--- config.mk ---
export PLATFORM = sky130hd
export DESIGN_NAME = cozy_uart_tx
export DESIGN_NICKNAME = d
export VERILOG_FILES = /design/src/rtl/cozy_uart_tx_pkg.sv /design/src/rtl/cozy_sync_fifo.sv /design/src/rtl/cozy_uart_tx.sv
export SDC_FILE = /design/constraint.sdc
export NUM_CORES = 1
export LEC_CHECK = 0
export CORE_ASPECT_RATIO = 0.5
export CORE_MARGIN = 2
export CORE_UTILIZATION = 59
export CTS_CLUSTER_SIZE = 25
export DETAILED_ROUTE_END_ITERATION = 8
export GPL_TIMING_DRIVEN = 0
export PLACE_DENSITY = 0.8
export SETUP_SLACK_MARGIN = 0.5
export SKIP_CTS_REPAIR_TIMING = 1
export SLEW_MARGIN = 20
export SYNTH_ARGS = -nofsm -noshare
export SYNTH_HDL_FRONTEND = slang
export SYNTH_SLANG_ARGS = --single-unit
--- constraint.sdc ---
create_clock -name clk -period 4.31 [get_ports clk]
set_input_delay 0.431 -clock clk [delete_from_list [all_inputs] [get_ports clk]]
set_output_delay 0.431 -clock clk [all_outputs]
set_load 0.02 [all_outputs]
--- src/rtl/cozy_uart_tx_pkg.sv ---
// Shared definitions for the cozy UART transmitter: register offsets,
// STATUS bit positions, default base address and transmit FSM states.
package cozy_uart_tx_pkg;

    // Register offsets within the two-word window (selected by bus_addr[0])
    localparam logic UART_DATA   = 1'b0;
    localparam logic UART_STATUS = 1'b1;

    // STATUS bit positions
    localparam int ST_FULL   = 0;
    localparam int ST_EMPTY  = 1;
    localparam int ST_BUSY   = 2;
    localparam int ST_OVF    = 3;
    localparam int ST_IRQ_EN = 4;

    // Default word address of DATA (must be even; STATUS is the next word)
    localparam logic [15:0] DEFAULT_BASE_ADDR = 16'hFF00;

    // Transmit sequencer states
    typedef enum logic [1:0] {
        TX_IDLE  = 2'd0,
        TX_START = 2'd1,
        TX_DATA  = 2'd2,
        TX_STOP  = 2'd3
    } tx_state_e;

    // Pack the STATUS read word: count in the high byte, flags in the low bits
    function automatic logic [15:0] status_word(
        input logic       full,
        input logic       empty,
        input logic       busy,
        input logic       ovf,
        input logic       irq_en,
        input logic [7:0] count
    );
        return {count, 3'b000, irq_en, ovf, busy, empty, full};
    endfunction

endpackage

--- src/rtl/cozy_sync_fifo.sv ---
// Synchronous circular-buffer FIFO with show-ahead read data.
// A push while full is accepted only when a pop happens in the same cycle.
module cozy_sync_fifo
    import cozy_uart_tx_pkg::*;
#(
    parameter int WIDTH = 8,
    parameter int LOG2  = 4
) (
    input  logic             clk,
    input  logic             reset_n,
    input  logic             push,
    input  logic             pop,
    input  logic [WIDTH-1:0] din,
    output logic [WIDTH-1:0] dout,
    output logic             full,
    output logic             empty,
    output logic [LOG2:0]    count
);

    localparam int            DEPTH    = 2 ** LOG2;
    localparam logic [LOG2-1:0] PTR_ONE  = LOG2'(1'b1);
    localparam logic [LOG2:0]   CNT_ONE  = (LOG2 + 1)'(1'b1);
    localparam logic [LOG2:0]   CNT_FULL = {1'b1, {LOG2{1'b0}}};

    logic [WIDTH-1:0] r_mem [DEPTH];
    logic [LOG2-1:0]  r_wr_ptr;
    logic [LOG2-1:0]  r_rd_ptr;
    logic [LOG2:0]    r_count;
    logic             w_push_ok;
    logic             w_pop_ok;

    assign full      = (r_count == CNT_FULL);
    assign empty     = (r_count == '0);
    assign count     = r_count;
    assign dout      = r_mem[r_rd_ptr];
    assign w_pop_ok  = pop & ~empty;
    assign w_push_ok = push & (~full | w_pop_ok);

    // Storage array: data only, no reset needed since count gates visibility
    always_ff @(posedge clk) begin
        if (w_push_ok) begin
            r_mem[r_wr_ptr] <= din;
        end
    end

    // Pointers and occupancy count; pointers wrap naturally at DEPTH
    always_ff @(posedge clk or negedge reset_n) begin
        if (!reset_n) begin
            r_wr_ptr <= '0;
            r_rd_ptr <= '0;
            r_count  <= '0;
        end else begin
            if (w_push_ok) begin
                r_wr_ptr <= r_wr_ptr + PTR_ONE;
            end
            if (w_pop_ok) begin
                r_rd_ptr <= r_rd_ptr + PTR_ONE;
            end
            case ({w_push_ok, w_pop_ok})
                2'b10:   r_count <= r_count + CNT_ONE;
                2'b01:   r_count <= r_count - CNT_ONE;
                default: r_count <= r_count;
            endcase
        end
    end

endmodule

--- src/rtl/cozy_uart_tx.sv ---
// Memory-mapped 8N1 UART transmitter for the cozy_cpu data bus.
// DATA writes are queued in a FIFO; STATUS reads return with the same
// one-cycle latency as cozy_memory so the top-level read mux is uniform.
module cozy_uart_tx
    import cozy_uart_tx_pkg::*;
#(
    parameter int          CLK_DIV   = 434,
    parameter int          FIFO_LOG2 = 4,
    parameter logic [15:0] BASE_ADDR = DEFAULT_BASE_ADDR
) (
    input  logic        clk,
    input  logic        reset_n,
    input  logic [15:0] bus_addr,
    input  logic [1:0]  bus_bwe,
    input  logic [15:0] bus_din,
    output logic [15:0] bus_dout,
    output logic        bus_sel,
    output logic        txd,
    output logic        irq
);

    localparam logic [15:0] BAUD_RELOAD = 16'(CLK_DIV - 1);

    // Bus-side registers
    logic [15:0] r_bus_dout;
    logic        r_bus_sel;
    logic        r_ovf;
    logic        r_irq_en;
    logic        r_irq;

    // Transmit sequencer registers
    tx_state_e   r_state;
    logic [15:0] r_baud;
    logic [2:0]  r_bit_idx;
    logic [7:0]  r_sh;
    logic        r_txd;

    // Sequencer next-state values
    tx_state_e   w_state_nxt;
    logic [15:0] w_baud_nxt;
    logic [2:0]  w_bit_nxt;
    logic [7:0]  w_sh_nxt;
    logic        w_txd_nxt;
    logic        w_pop;

    // Decode, FIFO and status wires
    logic               w_hit;
    logic               w_wr_data;
    logic               w_wr_status;
    logic               w_push;
    logic               w_drop;
    logic               w_full;
    logic               w_empty;
    logic [FIFO_LOG2:0] w_count;
    logic [7:0]         w_fifo_dout;
    logic               w_busy;
    logic               w_baud_zero;
    logic [15:0]        w_status;
    logic [15:0]        w_rd_data;
    logic               w_unused;

    assign w_hit       = (bus_addr[15:1] == BASE_ADDR[15:1]);
    assign w_wr_data   = w_hit & (bus_addr[0] == UART_DATA) & bus_bwe[0];
    assign w_wr_status = w_hit & (bus_addr[0] == UART_STATUS) & bus_bwe[0];
    assign w_push      = w_wr_data & (~w_full | w_pop);
    assign w_drop      = w_wr_data & w_full & ~w_pop;
    assign w_busy      = (r_state != TX_IDLE);
    assign w_baud_zero = (r_baud == 16'd0);
    assign w_status    = status_word(w_full, w_empty, w_busy, r_ovf, r_irq_en, 8'(w_count));
    assign w_unused    = ^{bus_bwe[1], bus_din[15:8]};

    assign bus_dout = r_bus_dout;
    assign bus_sel  = r_bus_sel;
    assign txd      = r_txd;
    assign irq      = r_irq;

    cozy_sync_fifo #(
        .WIDTH (8),
        .LOG2  (FIFO_LOG2)
    ) u_fifo (
        .clk     (clk),
        .reset_n (reset_n),
        .push    (w_push),
        .pop     (w_pop),
        .din     (bus_din[7:0]),
        .dout    (w_fifo_dout),
        .full    (w_full),
        .empty   (w_empty),
        .count   (w_count)
    );

    // Read mux: only STATUS returns a non-zero word; misses and DATA read 0
    always_comb begin
        w_rd_data = 16'h0000;
        if (w_hit && (bus_addr[0] == UART_STATUS)) begin
            w_rd_data = w_status;
        end else begin
            w_rd_data = 16'h0000;
        end
    end

    // Bus read pipeline, sticky overflow, interrupt enable and registered irq
    always_ff @(posedge clk or negedge reset_n) begin
        if (!reset_n) begin
            r_bus_dout <= 16'h0000;
            r_bus_sel  <= 1'b0;
            r_ovf      <= 1'b0;
            r_irq_en   <= 1'b0;
            r_irq      <= 1'b0;
        end else begin
            r_bus_dout <= w_rd_data;
            r_bus_sel  <= w_hit;
            if (w_drop) begin
                r_ovf <= 1'b1;
            end else if (w_wr_status && bus_din[ST_OVF]) begin
                r_ovf <= 1'b0;
            end
            if (w_wr_status) begin
                r_irq_en <= bus_din[ST_IRQ_EN];
            end
            r_irq <= r_irq_en & w_empty & ~w_busy;
        end
    end

    // Sequencer next-state: each bit holds for CLK_DIV cycles; stop bit chains
    // straight into the next start bit when more data is queued
    always_comb begin
        w_state_nxt = r_state;
        w_baud_nxt  = r_baud;
        w_bit_nxt   = r_bit_idx;
        w_sh_nxt    = r_sh;
        w_txd_nxt   = r_txd;
        w_pop       = 1'b0;
        case (r_state)
            TX_IDLE: begin
                if (!w_empty) begin
                    w_pop       = 1'b1;
                    w_sh_nxt    = w_fifo_dout;
                    w_txd_nxt   = 1'b0;
                    w_baud_nxt  = BAUD_RELOAD;
                    w_state_nxt = TX_START;
                end else begin
                    w_txd_nxt   = 1'b1;
                    w_state_nxt = TX_IDLE;
                end
            end
            TX_START: begin
                if (w_baud_zero) begin
                    w_txd_nxt   = r_sh[0];
                    w_bit_nxt   = 3'd0;
                    w_baud_nxt  = BAUD_RELOAD;
                    w_state_nxt = TX_DATA;
                end else begin
                    w_baud_nxt  = r_baud - 16'd1;
                end
            end
            TX_DATA: begin
                if (w_baud_zero) begin
                    w_baud_nxt = BAUD_RELOAD;
                    if (r_bit_idx == 3'd7) begin
                        w_txd_nxt   = 1'b1;
                        w_state_nxt = TX_STOP;
                    end else begin
                        w_sh_nxt  = {1'b0, r_sh[7:1]};
                        w_txd_nxt = r_sh[1];
                        w_bit_nxt = r_bit_idx + 3'd1;
                    end
                end else begin
                    w_baud_nxt = r_baud - 16'd1;
                end
            end
            TX_STOP: begin
                if (w_baud_zero) begin
                    if (!w_empty) begin
                        w_pop       = 1'b1;
                        w_sh_nxt    = w_fifo_dout;
                        w_txd_nxt   = 1'b0;
                        w_baud_nxt  = BAUD_RELOAD;
                        w_state_nxt = TX_START;
                    end else begin
                        w_txd_nxt   = 1'b1;
                        w_state_nxt = TX_IDLE;
                    end
                end else begin
                    w_baud_nxt = r_baud - 16'd1;
                end
            end
            default: begin
                w_txd_nxt   = 1'b1;
                w_state_nxt = TX_IDLE;
            end
        endcase
    end

    // Sequencer state register; reset forces the line high immediately
    always_ff @(posedge clk or negedge reset_n) begin
        if (!reset_n) begin
            r_state   <= TX_IDLE;
            r_baud    <= 16'd0;
            r_bit_idx <= 3'd0;
            r_sh      <= 8'h00;
            r_txd     <= 1'b1;
        end else begin
            r_state   <= w_state_nxt;
            r_baud    <= w_baud_nxt;
            r_bit_idx <= w_bit_nxt;
            r_sh      <= w_sh_nxt;
            r_txd     <= w_txd_nxt;
        end
    end

endmodule
==> results of run 1 <==
[registers in the layout, summed over array words and instances, names as in the netlist, 3 cells and up]
signal and cells:
u_fifo.r_mem 128, r_baud 16, bus_dout 10, r_sh 8, u_fifo.count 5, u_fifo.r_rd_ptr 4, u_fifo.r_wr_ptr 4, r_bit_idx 3
[critical path: stages]
cell,delay (ns)
clkdlybuf4s50_1,0.39
or4_1,0.57
nor4_4,0.37
nand2_1,0.27
nor3_4,0.24
buf_4,0.18
inv_1,0.10
ha_1,0.27
xor2_1,0.17
ha_1,0.22
a21oi_1,0.15
mux2i_1,0.09
a22oi_1,0.14
nor2_1,0.07
xor2_1,0.14
[cells by family after synthesis]
logic type / after synthesis / synth area share [%]
mux: 50 / 11.7
flops: 185 / 64.6
simple gates: 135 / 10.4
other cells: 1 / 0.0460
fa+ha+maj: 17 / 2.61
xor+xnor: 12 / 1.29
buf+inv: 45 / 2.56
compound gates: 74 / 6.78
[Yosys cell counts (all sizes together) (2+ instances only)]
| master | n |
|---|---|
| a211o | 4 |
| a21bo | 2 |
| a21oi | 14 |
| a221o | 5 |
| a221oi | 9 |
| a22o | 6 |
| a22oi | 2 |
| a31oi | 7 |
| and2 | 11 |
| and3 | 26 |
| buf | 17 |
| clkbuf | 12 |
| dfrtp | 56 |
| edfxtp | 128 |
| ha | 17 |
| inv | 16 |
| mux2 | 13 |
| mux2i | 4 |
| mux4 | 33 |
| nand2 | 16 |
| nand2b | 4 |
| nand3 | 8 |
| nand4 | 5 |
| nor2 | 22 |
| nor2b | 8 |
| nor3 | 11 |
| nor3b | 2 |
| nor4 | 10 |
| nor4b | 3 |
| o21ai | 17 |
| o31ai | 2 |
| or3 | 2 |
| or4 | 2 |
| or4b | 2 |
| xnor2 | 3 |
| xor2 | 9 |
[placed cells by master, fill, tap and decap left out, types with 9 or more instances in the layout]
cell type | Yosys | final
edfxtp_1 | 128 | 128
ha_1 | 17 | 17
clkbuf_1 | 12 | 12
clkbuf_16 | 0 | 17
a21oi_1 | 14 | 14
xor2_1 | 9 | 9
nand2_1 | 16 | 16
inv_1 | 16 | 16
mux4_2 | 33 | 33
a221oi_1 | 9 | 9
clkdlybuf4s50_1 | 0 | 38
buf_4 | 9 | 11
dfrtp_1 | 56 | 56
and2_1 | 11 | 11
o21ai_0 | 17 | 17
and3_1 | 26 | 26
nor2_1 | 21 | 21
[cell type report]
type	instances	area [um2]	area share (%)
Buffer	29	149	1.59
Clock buffer	17	425	4.53
Clock inverter	15	158	1.68
Inverter	16	60.1	0.639
Multi-Input combinational cell	294	2710	28.9
Sequential cell	185	5270	56.1
Tap cell	176	220	2.34
Timing Repair Buffer	40	395	4.21
[per-layer routing]
metal  vias up  GRT usage (%)  wire, um
met5         -              0         0
met4         0           5.98       176
met3        23           5.95      1220
met2       193           38.8      7890
met1      2459           32.2      6850
li1       2159              -         -
[final timing paths]
check / from / slack, ns / to
max: bus_addr[2] / 0.81 / u_fifo.count[4]
min: reset_n / 0.06 / r_baud[2]
max reg2reg: r_baud[4] / 0.85 / u_fifo.count[4]
min reg2reg: r_bit_idx[1] / 0.50 / r_bit_idx[1]
max in group asynchronous: reset_n / 3.78 / r_state[1]
min in group clk: r_bit_idx[1] / 0.50 / r_bit_idx[1]
[power groups by stage]
stage / clock network [mW] / registers (mW) / logic, mW
final: 1.54 / 2.25 / 2.13
after global routing: 1.63 / 2.27 / 2.33
after CTS: 1.56 / 2.24 / 2.13
after detailed placement: 0 / 2.27 / 2.11
after global placement: 0 / 2.26 / 2.03
after floorplan: 0 / 2.23 / 1.63
==> flow_summary.ini, run 1 <==
[logic_synthesis]
synth_cell_types = 58
syn_area_per_cell_um2 = 15.7
ys_warn_count = 0
synth_area_leaders = edfxtp_1, dfrtp_1, mux4_2
synth_top_cell_by_area = edfxtp_1
netlist.area_leader.share_pct = 47.1
synth-seq-cells = 185
netlist_area_mm2 = 0.00816
synthArstFlopShare_pct = 30.8
synth_edf_count = 128
synth_ff_type = edfxtp_1
synth_cells = 519
yosysSeqAreaShare_pct = 64.6

[clock_network]
clk-insertion-delay-late_ns = 0.44
numCtsBuffers = 17
cts_tree = built
clock_path_buffers = 2
htreeDepth = 4
clk_pin_slew_ns = 0.07
cts-root-buf = clkbuf_16
clock_sinks = 185

[global_route]
gr-total-overflow = 0
antenna_found_initial = 0
grt_start_max_net_pins = 58
grt_pass1_wl_mm = 25.6
grt.total_usage_pct = 23.6
grt_pass1_vias = 4689

[route]
vias = 4834
wirelength_mm = 16.1
route.detailed.drc = 0
wl_per_cell_um = 20.9
dr.first_iter.drc_count = 433
vias_per_cell = 6.26
ant_nets = 0
dr.pass1.iters = 5

[pwr]
p_switching_mw = 2.05
pwr-share-comb_pct = 35.9
powerDensity_mw_per_mm2 = 630
finalPower_mw = 5.91
clkPwrFrac_pct = 26.1
power_frac_seq_pct = 38.0
max-vdd-ir-drop_uv = 336
cellLeakagePower_nw = 3.59
p_sw_share_pct = 34.7
internal_power_mw = 3.86

[sta]
slew_viol_final = 0
whs_ns = 0.0593
fmax_mhz = 285
final.setup.tns_ns = 0
clock-skew-final_ns = 0.0176
finalCritPeriodShare_pct = 81.3
rsz0062_at_grt = no
hold_violations = 0
setup_slack_ns = 0.807
setup_viol = 0
slew_headroom_pct = 52.2
worst_pin_slew_ns = 0.717
fin_crit_ns = 3.50

[die]
die_y_um = 87.1
die_x_um = 170
initial_utilization_pct = 60.4
row_count = 30
core_mm2 = 0.0135
die_area_mm2 = 0.0148
boundaryPins = 55

[finish]
final_area_mm2 = 0.00939
final_cells = 772
antenna_cells = 0
fillers = 834
nets = 636
final_core_util_pct = 69.5
area_growth_syn_to_layout_pct = 15.1
drive_gt1_share_pct = 18.0

[place]
gp_congestion = 0.847
place_ws_ns = 0.236
dpl.cell_count = 739
placed_area_mm2 = 0.00878
portBuffers = 39
dp_hpwl_mm = 10.7

[worst_setup_path]
critPathMaxFanout = 10
worstSetupStartpointType = input pin
ff2ff_path_depth = 15
endpoint_kind = flop
crit_arrival_ns = 3.81
required_ns = 4.62
worst-setup-path-type = in2reg

[hold_path]
hp-class = in2async

[status]
status = completed

[job]
cap_violations = 0
Power figures use the tool's default switching activity.
==> inputs of run 2 (changes only) <==
Clock period 4.31 ns to 3.45 ns, I/O delays scaled along.
==> flow_summary.ini, run 2 (synthesized netlist as in run 1, its figures left out) <==
[status]
status = completed

[pwr]
max-vdd-ir-drop_uv = 486
cellLeakagePower_nw = 3.70
powerDensity_mw_per_mm2 = 791
finalPower_mw = 7.62

[worst_setup_path]
required_ns = 3.76
crit_buf_inv = 3
crit_arrival_ns = 3.29
worst-setup-path-type = in2reg
cpLargestDelayFamily = simple AND/OR/NAND/NOR gates
crit_chain = clkdlybuf4s50_1 > or4b_1 > nor4_4 > nand2_2 > nor3_4 > buf_6 > inv_6 > ha_4 > xor2_1 > ha_2 > a21oi_2 > mux2i_1 > a22oi_1 > nor2_1 > xor2_1
endpoint_kind = flop
worstSetupStartpointType = input pin
critPathMaxFanout = 3
worst_path_largest_cell_delay_ns = 0.56
critPathSlowestCell = or4b_1
crit_top_cell = xor2_1

[global_route]
grt_pass1_vias = 4741
grt.total_usage_pct = 24.5
grt_pass1_wl_mm = 26.3
gr-total-overflow = 0
antenna_found_initial = 0
grt_start_max_net_pins = 40

[sta]
finalCritPeriodShare_pct = 86.5
setup_viol = 0
fin_crit_ns = 2.98
slew_viol_final = 0
clock-skew-final_ns = 0.0133
final.setup.tns_ns = 0
worst_pin_slew_ns = 0.730
hold_violations = 0
whs_ns = 0.332
rsz0062_at_grt = yes
slew_headroom_pct = 51.3
fmax_mhz = 335
setup_slack_ns = 0.466

[finish]
area_growth_syn_to_layout_pct = 18.2
largest_reg_flops = 128
final_core_util_pct = 71.3
mostFrequentLayoutCells = edfxtp_1, dfrtp_1, clkdlybuf4s50_1
multi_input_area_mm2 = 0.00280
final_area_mm2 = 0.00964
drive_gt1_share_pct = 23.2
final_cells = 789
antenna_cells = 0
regArea_mm2 = 0.00527
regMostFlops = u_fifo.r_mem
nets = 653
layout_commonest_cell = edfxtp_1
fillers = 832

[die]
die_area_mm2 = 0.0148
boundaryPins = 55
die_y_um = 87.1
core_mm2 = 0.0135
row_count = 30
die_x_um = 170
initial_utilization_pct = 60.4

[clock_network]
cts_tree = built
cts-root-buf = clkbuf_16
clk-insertion-delay-late_ns = 0.43
htreeDepth = 4
numCtsBuffers = 17
clock_path_buffers = 2
clock_sinks = 185
clk_pin_slew_ns = 0.07

[route]
dr.pass1.iters = 5
dr_wl_met3_mm = 1.06
wirelength_mm = 17.7
vias = 4901
met1_length_mm = 7.45
wl_per_cell_um = 22.4
wl_met2_mm = 8.90
dr.first_iter.drc_count = 475
route.detailed.drc = 0
highest-signal-layer = met4
ant_nets = 0
vias_per_cell = 6.21

[place]
gp_congestion = 0.850
dpl.cell_count = 740
place_ws_ns = -0.325
placed_area_mm2 = 0.00884
portBuffers = 39
dp_hpwl_mm = 11.0

[hold_path]
hp-class = in2async

[job]
cap_violations = 0
run 2: cell types whose count changed in the layout (fill, tap and decap cells not counted), moves of 3 or more:
cell | previous run | this run
clkinv_1 | 3 | 0
buf_4 | 11 | 25
ha_1 | 17 | 13
inv_1 | 16 | 13
inv_8 | 5 | 2
run 2: final timing paths:
check / start / to / slack [ns] / depth (start not counted)
worst max register to register: r_baud[0] / u_fifo.count[4] / 0.50 / 17
worst min-delay path: reset_n / r_baud[10] / 0.33 / 2
max in group asynchronous: reset_n / r_baud[0] / 2.60 / 3
worst min register to register: r_bit_idx[1] / r_bit_idx[1] / 0.50 / 1
min in group clk: r_bit_idx[1] / r_bit_idx[1] / 0.50 / 1
worst max-delay path: bus_addr[3] / u_fifo.count[4] / 0.47 / 15
run 2: where the power goes:
part,leakage (nW),switching [mW],internal [mW],total [mW]
sequential,1.88,0.225,2.59,2.81
clock,0.289,0.918,1.03,1.95
combinational,1.52,1.54,1.32,2.86
total,3.70,2.68,4.94,7.62
run 2: final cells by class:
cell class,instances,area share (%)
sequential,185,54.7
buffer,29,1.66
timing repair buffer,57,5.58
multi-input combinational,294,29.0
inverter,16,0.675
clock inverter,14,1.62
clock buffer,18,4.45
tap,176,2.28
run 2: routing by layer:
metal	global-route usage (%)	vias up
li1	-	2180
met1	32.6	2519
met5	0	-
met4	9.79	0
met2	40.2	179
met3	5.36	23
run 2: worst register-to-register path, cell delays in order, from the launching register on:
cell and delay (ns):
dfrtp_2 0.44, inv_2 0.10, ha_4 0.12, nor4b_4 0.22, and4_1 0.24, buf_6 0.14, a31oi_4 0.14, nor3_4 0.18
buf_6 0.14, inv_6 0.04, ha_4 0.16, xor2_1 0.14, ha_2 0.21, a21oi_2 0.12, mux2i_1 0.08, a22oi_1 0.16
nor2_1 0.08, xor2_1 0.14
